`src/rtl/text_buffer_if.sv`:
```
// Byte-stream write channel into the text buffer.
//   wr_valid  producer -> buffer  wr_data holds a byte this cycle
//   wr_data   producer -> buffer  printable ASCII or control code
//   wr_ready  buffer -> producer  buffer accepts a byte this cycle
interface text_buffer_if;
    logic       wr_valid;
    logic [7:0] wr_data;
    logic       wr_ready;

    modport master (output wr_valid, output wr_data, input wr_ready);
    modport slave  (input wr_valid, input wr_data, output wr_ready);
endinterface

```
`src/rtl/text_buffer.sv`:
```
// Character grid (COLS x ROWS of 7-bit ASCII) for the text renderer.
// Accepts a byte stream with a write cursor (wrap, newline, backspace,
// clear-screen) and returns the character under pixel (x,y) one cycle later.
// Ports:
//   clk, reset            clock, asynchronous active-high reset
//   wr                    byte stream in (valid/ready handshake)
//   x, y                  current pixel position
//   ascii_char            character at the previous cycle's (x,y); 0x20 outside
//                         the text region or while clearing
//   cursor_col/cursor_row next write position
module text_buffer #(
    parameter int unsigned COLS = 32,
    parameter int unsigned ROWS = 4,
    parameter int unsigned X0   = 192,
    parameter int unsigned Y0   = 208,
    localparam int unsigned COL_W = $clog2(COLS),
    localparam int unsigned ROW_W = $clog2(ROWS)
) (
    input  logic              clk,
    input  logic              reset,
    text_buffer_if.slave      wr,
    input  logic [9:0]        x,
    input  logic [9:0]        y,
    output logic [6:0]        ascii_char,
    output logic [COL_W-1:0]  cursor_col,
    output logic [ROW_W-1:0]  cursor_row
);

    localparam int unsigned CELLS  = COLS * ROWS;
    localparam int unsigned CELL_W = $clog2(CELLS);

    typedef enum logic {CLEAR, IDLE} state_t;

    state_t              state, state_next;
    logic [CELL_W-1:0]   clr_idx, clr_next;
    logic [COL_W-1:0]    col_next;
    logic [ROW_W-1:0]    row_next;
    logic                ready, ready_next;
    logic                accept;
    logic                we;
    logic [CELL_W-1:0]   waddr;
    logic [6:0]          wdata;

    logic [6:0]          mem [CELLS];

    logic [9:0]          dx, dy;
    logic                in_region;
    logic [CELL_W-1:0]   raddr;

    assign wr.wr_ready = ready;

    // State, clear index, cursor and ready registers
    always_ff @(posedge clk or posedge reset) begin
        if (reset) begin
            state      <= CLEAR;
            clr_idx    <= '0;
            cursor_col <= '0;
            cursor_row <= '0;
            ready      <= 1'b0;
        end else begin
            state      <= state_next;
            clr_idx    <= clr_next;
            cursor_col <= col_next;
            cursor_row <= row_next;
            ready      <= ready_next;
        end
    end

    // Next state, cursor update and write-port mux (clear sweep vs stream)
    always_comb begin
        state_next = state;
        clr_next   = clr_idx;
        col_next   = cursor_col;
        row_next   = cursor_row;
        ready_next = 1'b0;
        we         = 1'b0;
        waddr      = {cursor_row, cursor_col};
        wdata      = 7'h20;
        accept     = wr.wr_valid && ready;

        unique case (state)
            CLEAR: begin
                we       = 1'b1;
                waddr    = clr_idx;
                clr_next = clr_idx + CELL_W'(1);
                if (clr_idx == CELL_W'(CELLS - 1)) begin
                    state_next = IDLE;
                    ready_next = 1'b1;
                end
            end
            IDLE: begin
                ready_next = 1'b1;
                if (accept) begin
                    if (wr.wr_data >= 8'h20 && wr.wr_data <= 8'h7E) begin
                        we    = 1'b1;
                        wdata = wr.wr_data[6:0];
                        // Row wraps naturally since ROWS is a power of 2
                        if (cursor_col == COL_W'(COLS - 1)) begin
                            col_next = '0;
                            row_next = cursor_row + ROW_W'(1);
                        end else begin
                            col_next = cursor_col + COL_W'(1);
                        end
                    end else if (wr.wr_data == 8'h0A || wr.wr_data == 8'h0D) begin
                        col_next = '0;
                        row_next = cursor_row + ROW_W'(1);
                    end else if (wr.wr_data == 8'h08) begin
                        // Blank the cell at the new cursor; no-op at 0/0
                        if (cursor_col != '0) begin
                            col_next = cursor_col - COL_W'(1);
                            we       = 1'b1;
                            waddr    = {cursor_row, col_next};
                        end else if (cursor_row != '0) begin
                            col_next = COL_W'(COLS - 1);
                            row_next = cursor_row - ROW_W'(1);
                            we       = 1'b1;
                            waddr    = {row_next, col_next};
                        end
                    end else if (wr.wr_data == 8'h0C) begin
                        col_next   = '0;
                        row_next   = '0;
                        clr_next   = '0;
                        state_next = CLEAR;
                        ready_next = 1'b0;
                    end
                end
            end
            default: ;
        endcase
    end

    // Character RAM write port
    always_ff @(posedge clk) begin
        if (we) begin
            mem[waddr] <= wdata;
        end
    end

    // Pixel -> cell mapping; the difference compare also rejects x<X0/y<Y0 wrap
    assign dx        = x - 10'(X0);
    assign dy        = y - 10'(Y0);
    assign in_region = (x >= 10'(X0)) && (dx < 10'(8 * COLS)) &&
                       (y >= 10'(Y0)) && (dy < 10'(16 * ROWS));
    assign raddr     = {dy[4 +: ROW_W], dx[3 +: COL_W]};

    // Registered read; same-cycle write to this cell returns the old value
    always_ff @(posedge clk or posedge reset) begin
        if (reset) begin
            ascii_char <= 7'h20;
        end else if (state == CLEAR || !in_region) begin
            ascii_char <= 7'h20;
        end else begin
            ascii_char <= mem[raddr];
        end
    end

endmodule

```
`src/flat_wrapper.sv`:
```
// flat-port wrapper written by rule: the top's interface ports become plain ports
module text_buffer_flat 
#(
    parameter int unsigned COLS = 32,
    parameter int unsigned ROWS = 4,
    parameter int unsigned X0   = 192,
    parameter int unsigned Y0   = 208,
    localparam int unsigned COL_W = $clog2(COLS),
    localparam int unsigned ROW_W = $clog2(ROWS)
)
  (clk, reset, x, y, ascii_char, cursor_col, cursor_row, wr_wr_valid, wr_wr_data, wr_wr_ready);
  text_buffer_if wr_i ();
  input  logic clk;
  input  logic reset;
  input  logic [9:0] x;
  input  logic [9:0] y;
  output logic [6:0] ascii_char;
  output logic [COL_W-1:0] cursor_col;
  output logic [ROW_W-1:0] cursor_row;
  input wire logic [$bits(wr_i.wr_valid)-1:0] wr_wr_valid;
  input wire logic [$bits(wr_i.wr_data)-1:0] wr_wr_data;
  output wire logic [$bits(wr_i.wr_ready)-1:0] wr_wr_ready;
  assign wr_i.wr_valid = wr_wr_valid;
  assign wr_i.wr_data = wr_wr_data;
  assign wr_wr_ready = wr_i.wr_ready;
  text_buffer #(.COLS(COLS), .ROWS(ROWS), .X0(X0), .Y0(Y0)) u_core (.clk(clk), .reset(reset), .wr(wr_i), .x(x), .y(y), .ascii_char(ascii_char), .cursor_col(cursor_col), .cursor_row(cursor_row));
endmodule
```
`config.mk`:
```
export PLATFORM = sky130hd
export DESIGN_NAME = text_buffer_flat
export DESIGN_NICKNAME = d
export VERILOG_FILES = /design/src/rtl/text_buffer_if.sv /design/src/rtl/text_buffer.sv /design/src/flat_wrapper.sv
export SDC_FILE = /design/constraint.sdc
export NUM_CORES = 1
export LEC_CHECK = 0
export BUFFER_PORTS_ARGS = -buffer_cell sky130_fd_sc_hd__buf_4
export CORE_ASPECT_RATIO = 2
export CORE_MARGIN = 1.5
export CORE_UTILIZATION = 65
export DETAILED_ROUTE_END_ITERATION = 16
export GPL_ROUTABILITY_DRIVEN = 0
export GPL_TIMING_DRIVEN = 0
export PLACE_DENSITY = 0.82
export REMOVE_ABC_BUFFERS = 1
export SYNTH_ARGS = -nofsm -noshare
export SYNTH_HDL_FRONTEND = slang
export SYNTH_SLANG_ARGS = --single-unit
```
`constraint.sdc`:
```
create_clock -name clk -period 7.9 [get_ports clk]
set_input_delay 1.58 -clock clk [delete_from_list [all_inputs] [get_ports clk]]
set_output_delay 1.58 -clock clk [all_outputs]
set_load 0.01 [all_outputs]
```
==> results.cfg, run 1 <==
[outcome]
status = complete, no violations

[floorplanning]
die_area_um2 = 58400
core.rowCount = 123
core_um2 = 56200
start_util_pct = 65.8
io_pins = 46
die_height_um = 340
die_w_um = 172

[power_and_ir_drop]
peakVddDrop_v = 0.000176
leakagePower_nw = 12.7
p_per_area_nw_per_um2 = 246

[synthesis]
async_flop_share_pct = 2.40
yosysTopAreaCellShare_pct = 72.8
yosys.area.top_type = edfxtp_1
synth_edf_count = 896
ys_warn_count = 0
synth-main-ff-cell = edfxtp_1
syn_area_um2 = 37000
yosysSeqAreaShare_pct = 74.3
ys_ff_latch = 918
ys_types = 80
synthCells = 1810
avgSynthCellArea_um2 = 20.4
ys_top_cells_by_area = edfxtp_1, mux4_2, dfrtp_1, mux2i_1, nor2_1

[detailed_routing]
drc_errors = 0
ant_nets = 0
drt_iter0_drc = 2405
drt_wl_total_mm = 91.8
drt_first_pass_iters = 8
via_per_inst = 7.28
vias = 19300
drt-wirelength-per-cell_um = 34.6

[flow_run]
cap_violations = 0

[cts]
post_cts_buffers = 0
numCtsBuffers = 73
cts_htree_levels = 3
cts_hold_buffers = 0
ctsRootBufferMaster = clkbuf_16
clk_path_buf_depth = 3
cts_resized = 0
clkSlewWorstSetupHoldPaths_ns = 0.07
clock-sinks = 918
insertion_delay_ns = 0.63
cts_tree = yes

[placed_design]
place_inst = 2519
hpwl_mm = 57.2
portBuffers = 38

[setup_path]
timing.rr.start = u_core.cursor_col[0]
crit_type = input port to flip-flop
crit_start = x[6]
worst-r2r-cell-count = 8
worstPathArrival_ns = 6.10
crit_path_end_kind = flip-flop
worstPathRequired_ns = 8.42
rr_endpoint = u_core.mem[32][5]
path_max_fanout = 41
worstSetupStartpointType = input port
timing.reg2reg.setup_slack_ns = 2.86
critPathCapture = u_core.ascii_char[0]

[timing]
period_needed_ns = 5.58
finalSetupViolCount = 0
holdWs_ns = 0.587
hold_violations = 0
worstMarginPinSlew_ns = 1.38
rsz0062_at_grt = false
relSlewSlack_pct = 7.55
slew_viol_final = 0
clock_skew_ns = 0.0215
finalCritPeriodShare_pct = 70.6
setup_tns_ns = 0
clock.fmax_ghz = 0.179

[global_routing]
grt_max_degree = 101
antenna_found_initial = 0
grt_first_pass_wirelength_mm = 133
grt_overflow = 0
grt_use_total_pct = 32.9
grt_pass1_vias = 20000

[final_layout]
final_common_cell = edfxtp_1
fin_cells = 2650
nets = 1886
drive_above_1_share_pct = 23.5
area_growth_pct = 9.70
antenna_cells = 0
final_cell_mix = edfxtp_1, mux4_2, nor2_1

[hold_path]
hold_path_class = flip-flop to flip-flop
==> report_power, final <==
group	internal, mW	leakage, nW	total, mW	switching, mW
clock network	2.01	1.15	3.67	1.66
registers	5.36	8.48	5.42	0.0628
logic	0.297	3.10	0.862	0.565
total	7.67	12.7	9.96	2.29
==> through the flow <==
step	instance area (µm²)	worst slack (ns)	power, mW	util, %
global route	40600	2.35	10.2	72.2
detailed placement	38200	1.80	6.36	67.9
CTS	40500	2.50	9.94	72.2
global placement	37600	-1.87	6.33	66.9
finish	40600	2.32	9.96	72.2
floorplan	36400	1.63	5.98	-
==> kinds of logic (layout without fill, tap and decap cells) <==
| logic type | Yosys count | in the layout | synth area share (%) |
|---|---|---|---|
| simple gates | 304 | 304 | 4.16 |
| xor+xnor | 5 | 5 | 0.118 |
| compound gates | 167 | 167 | 3.45 |
| fa+ha+maj | 9 | 9 | 0.305 |
| flops | 918 | 918 | 74.3 |
| buf+inv | 116 | 206 | 1.77 |
| mux | 291 | 291 | 15.9 |
==> area by class of cell <==
cell class	count	area [µm²]
Tap cell	750	938
Clock buffer	88	1970
Fill cell	3084	15600
Clock inverter	41	398
Timing Repair Buffer	62	792
Inverter	15	56.3
Multi-Input combinational cell	776	8950
Sequential cell	918	27500
==> critical path, stage by stage <==
cell	delay, ns
buf_4	0.62
ha_1	1.07
nand2b_1	0.97
o22ai_1	0.87
nor3_1	0.14
or4_1	0.63
o21ai_0	0.13
==> registers in the layout, summed over array words and instances (netlist names) <==
name and count:
u_core.mem 896, u_core.ascii_char 7, u_core.cursor_row 2, u_core.cursor_col 5, u_core.state 1, u_core.clr_idx 7
==> cells in the mapped netlist (6+ instances only) <==
cell      instances
o21ai_0          18
nand2b_1          7
o32ai_1           8
nor3_1           51
nor2b_1           7
nand3_1          26
buf_6             7
and3_1            9
buf_2            31
nand4_1           6
o22ai_1          15
nand2_1          44
o31ai_1           6
edfxtp_1        896
nand3b_1          6
o221ai_1          9
a21oi_1          25
nor2_1          103
inv_1            13
buf_4            22
mux4_2          231
a22oi_1          32
clkbuf_1         33
mux2_2            6
mux2i_1          49
ha_1              9
dfrtp_1          21
and2_1            8
nor3b_1          10
==> routing by layer <==
layer	GRT usage, %	part of all wire [%]	vias up
met3	5.72	8.7	341
met4	23.8	8.5	0
met2	54.9	52	1469
li1	-	-	7632
met1	38.3	31	9845
met5	0	0	-
==> how the worst min path moves through the flow <==
stage | from | end | slack [ns] | depth (start not counted)
global route | u_core.clr_idx[3] | u_core.clr_idx[3] | 0.62 | 2
finish | u_core.clr_idx[3] | u_core.clr_idx[3] | 0.59 | 2
global placement | u_core.clr_idx[3] | u_core.clr_idx[3] | 0.54 | 2
CTS | u_core.clr_idx[3] | u_core.clr_idx[3] | 0.58 | 2
detailed placement | u_core.clr_idx[3] | u_core.clr_idx[3] | 0.56 | 2
floorplan | u_core.clr_idx[3] | u_core.clr_idx[3] | 0.52 | 2
No activity file was read; power rests on OpenSTA's default activity.
==> inputs of run 2 (changes only) <==
--- a/config.mk
+++ b/config.mk
@@ -8,11 +8,11 @@
 export BUFFER_PORTS_ARGS = -buffer_cell sky130_fd_sc_hd__buf_4
 export CORE_ASPECT_RATIO = 2
 export CORE_MARGIN = 1.5
-export CORE_UTILIZATION = 65
+export CORE_UTILIZATION = 57
 export DETAILED_ROUTE_END_ITERATION = 16
 export GPL_ROUTABILITY_DRIVEN = 0
 export GPL_TIMING_DRIVEN = 0
-export PLACE_DENSITY = 0.82
+export PLACE_DENSITY = 0.76
 export REMOVE_ABC_BUFFERS = 1
 export SYNTH_ARGS = -nofsm -noshare
 export SYNTH_HDL_FRONTEND = slang
==> constraint.sdc (replaced) <==
create_clock -name clk -period 5.1 [get_ports clk]
set_input_delay 1.02 -clock clk [delete_from_list [all_inputs] [get_ports clk]]
set_output_delay 1.02 -clock clk [all_outputs]
set_load 0.01 [all_outputs]
==> results.cfg, run 2 (synthesis results as in run 1) <==
[placed_design]
place_ws_ns = -0.903
place_area_um2 = 38200
portBuffers = 38
place_inst = 2565
hpwl_mm = 57.0

[timing]
finalCritPeriodShare_pct = 96.6
rsz0062_at_grt = true
period_needed_ns = 4.93
fin_ws_ns = 0.172
slew_viol_final = 0
clock_skew_ns = 0.0272
worstMarginPinSlew_ns = 1.39
setup_tns_ns = 0
hold_violations = 0
relSlewSlack_pct = 6.73
holdWs_ns = 0.598
finalSetupViolCount = 0
clock.fmax_ghz = 0.203

[detailed_routing]
drt_first_pass_iters = 6
drt-wirelength-per-cell_um = 32.9
vias = 18700
ant_nets = 0
via_per_inst = 6.92
drt_iter0_drc = 2049
drt_wl_total_mm = 88.8
drc_errors = 0

[cts]
cts_hold_buffers = 0
clock-sinks = 918
numCtsBuffers = 72
cts_htree_levels = 3
insertion_delay_ns = 0.62
post_cts_buffers = 0
clkSlewWorstSetupHoldPaths_ns = 0.07
cts_tree = yes
ctsRootBufferMaster = clkbuf_16
clk_path_buf_depth = 3

[global_routing]
grt_max_degree = 100
antenna_found_initial = 1
grt_pass1_vias = 19600
grt_first_pass_wirelength_mm = 130
grt_overflow = 0
grt_use_total_pct = 27.6

[setup_path]
critPathCapture = u_core.mem[32][0]
cp_slowest_cell = nor3b_1
crit_buf_inv = 1
crit_cells = 8
worst-r2r-cell-count = 8
worstPathRequired_ns = 5.32
worstSetupStartpointType = flip-flop
crit_path_end_kind = flip-flop
crit_family = simple AND/OR/NAND/NOR gates
rr_endpoint = u_core.mem[32][0]
worstPathArrival_ns = 5.15
critical_path.cell_chain = inv_1 > ha_1 > nor4b_2 > and2_1 > or3_1 > o211a_2 > nand3_1 > nor3b_1
path_max_fanout = 20
crit_start = u_core.cursor_col[0]
timing.reg2reg.setup_slack_ns = 0.17
critPathMaxStageDelay_ns = 1.18
timing.rr.start = u_core.cursor_col[0]
crit_type = flip-flop to flip-flop

[floorplanning]
die_area_um2 = 66500
io_pins = 46
core.rowCount = 131
core_um2 = 63900
die_w_um = 183
die_height_um = 363
start_util_pct = 57.8

[final_layout]
largest_register = u_core.mem
antenna_cells = 0
design_area_um2 = 40600
final_common_cell = edfxtp_1
fin_cells = 2698
final_cell_mix = edfxtp_1, mux4_2, nor2_1
drive_above_1_share_pct = 23.4
post-route-util_pct = 63.6
largest_reg_flops = 896
reg.largest.list = u_core.mem x896, u_core.ascii_char x7, u_core.clr_idx x7
nets = 1882
area_growth_pct = 9.89

[power_and_ir_drop]
leakagePower_nw = 12.7
peakVddDrop_v = 0.000289
p_per_area_nw_per_um2 = 381
fin_total_pwr_mw = 15.5

[flow_run]
cap_violations = 0

[hold_path]
hold_path_class = flip-flop to flip-flop

[outcome]
status = complete, no violations
==> run 2: changes by cell type in the layout (fill, tap and decap cells not counted), sizes merged <==
| cell | before | now |
|---|---|---|
| bufinv | 7 | 8 |
| clkinvlp | 5 | 1 |
| clkdlybuf4s15 | 1 | 0 |
| clkinv | 28 | 31 |
| clkbuf | 90 | 91 |
==> run 2: area by class of cell <==
| type | instances | area (µm²) |
|---|---|---|
| tap | 798 | 998 |
| sequential | 918 | 27500 |
| inverter | 15 | 57.6 |
| clock buffer | 91 | 1990 |
| clock inverter | 41 | 422 |
| fill | 4163 | 23300 |
| timing repair buffer | 59 | 749 |
| multi-input combinational | 776 | 8960 |
==> run 2: power breakdown <==
part	switching (mW)	internal [mW]	leakage, nW
clock network	2.58	3.19	1.18
registers	0.0959	8.30	8.48
logic	0.873	0.453	3.09
total	3.55	11.9	12.7
==> run 2: timing repair <==
action | CTS | global route
resized for setup | 2 | 0
setup endpoints to repair | 12 | 21
pin swaps | 0 | 0
==> run 2: worst min-delay path by stage <==
stage / from / endpoint / slack (ns) / cells after the start
after detailed placement: u_core.clr_idx[3] / u_core.clr_idx[3] / 0.58 / 2
after floorplan: u_core.clr_idx[3] / u_core.clr_idx[3] / 0.52 / 2
final: u_core.clr_idx[3] / u_core.clr_idx[3] / 0.60 / 2
after CTS: u_core.clr_idx[3] / u_core.clr_idx[3] / 0.60 / 2
after global placement: u_core.clr_idx[3] / u_core.clr_idx[3] / 0.55 / 2
after global routing: u_core.clr_idx[3] / u_core.clr_idx[3] / 0.66 / 2
==> run 2: per-layer routing <==
| metal | track usage, % | up-vias | part of all wire [%] |
|---|---|---|---|
| li1 | - | 7634 | - |
| met1 | 30.5 | 9799 | 32 |
| met2 | 49.5 | 979 | 55 |
| met3 | 4.01 | 244 | 6.7 |
| met4 | 17.7 | 2 | 7.0 |
| met5 | 0 | - | 0.015 |
==> run 2: worst min-delay path: stages (launching register included) <==
cell,delay (ns)
dfrtp_1,0.42
nand2_1,0.07
o21ai_0,0.07
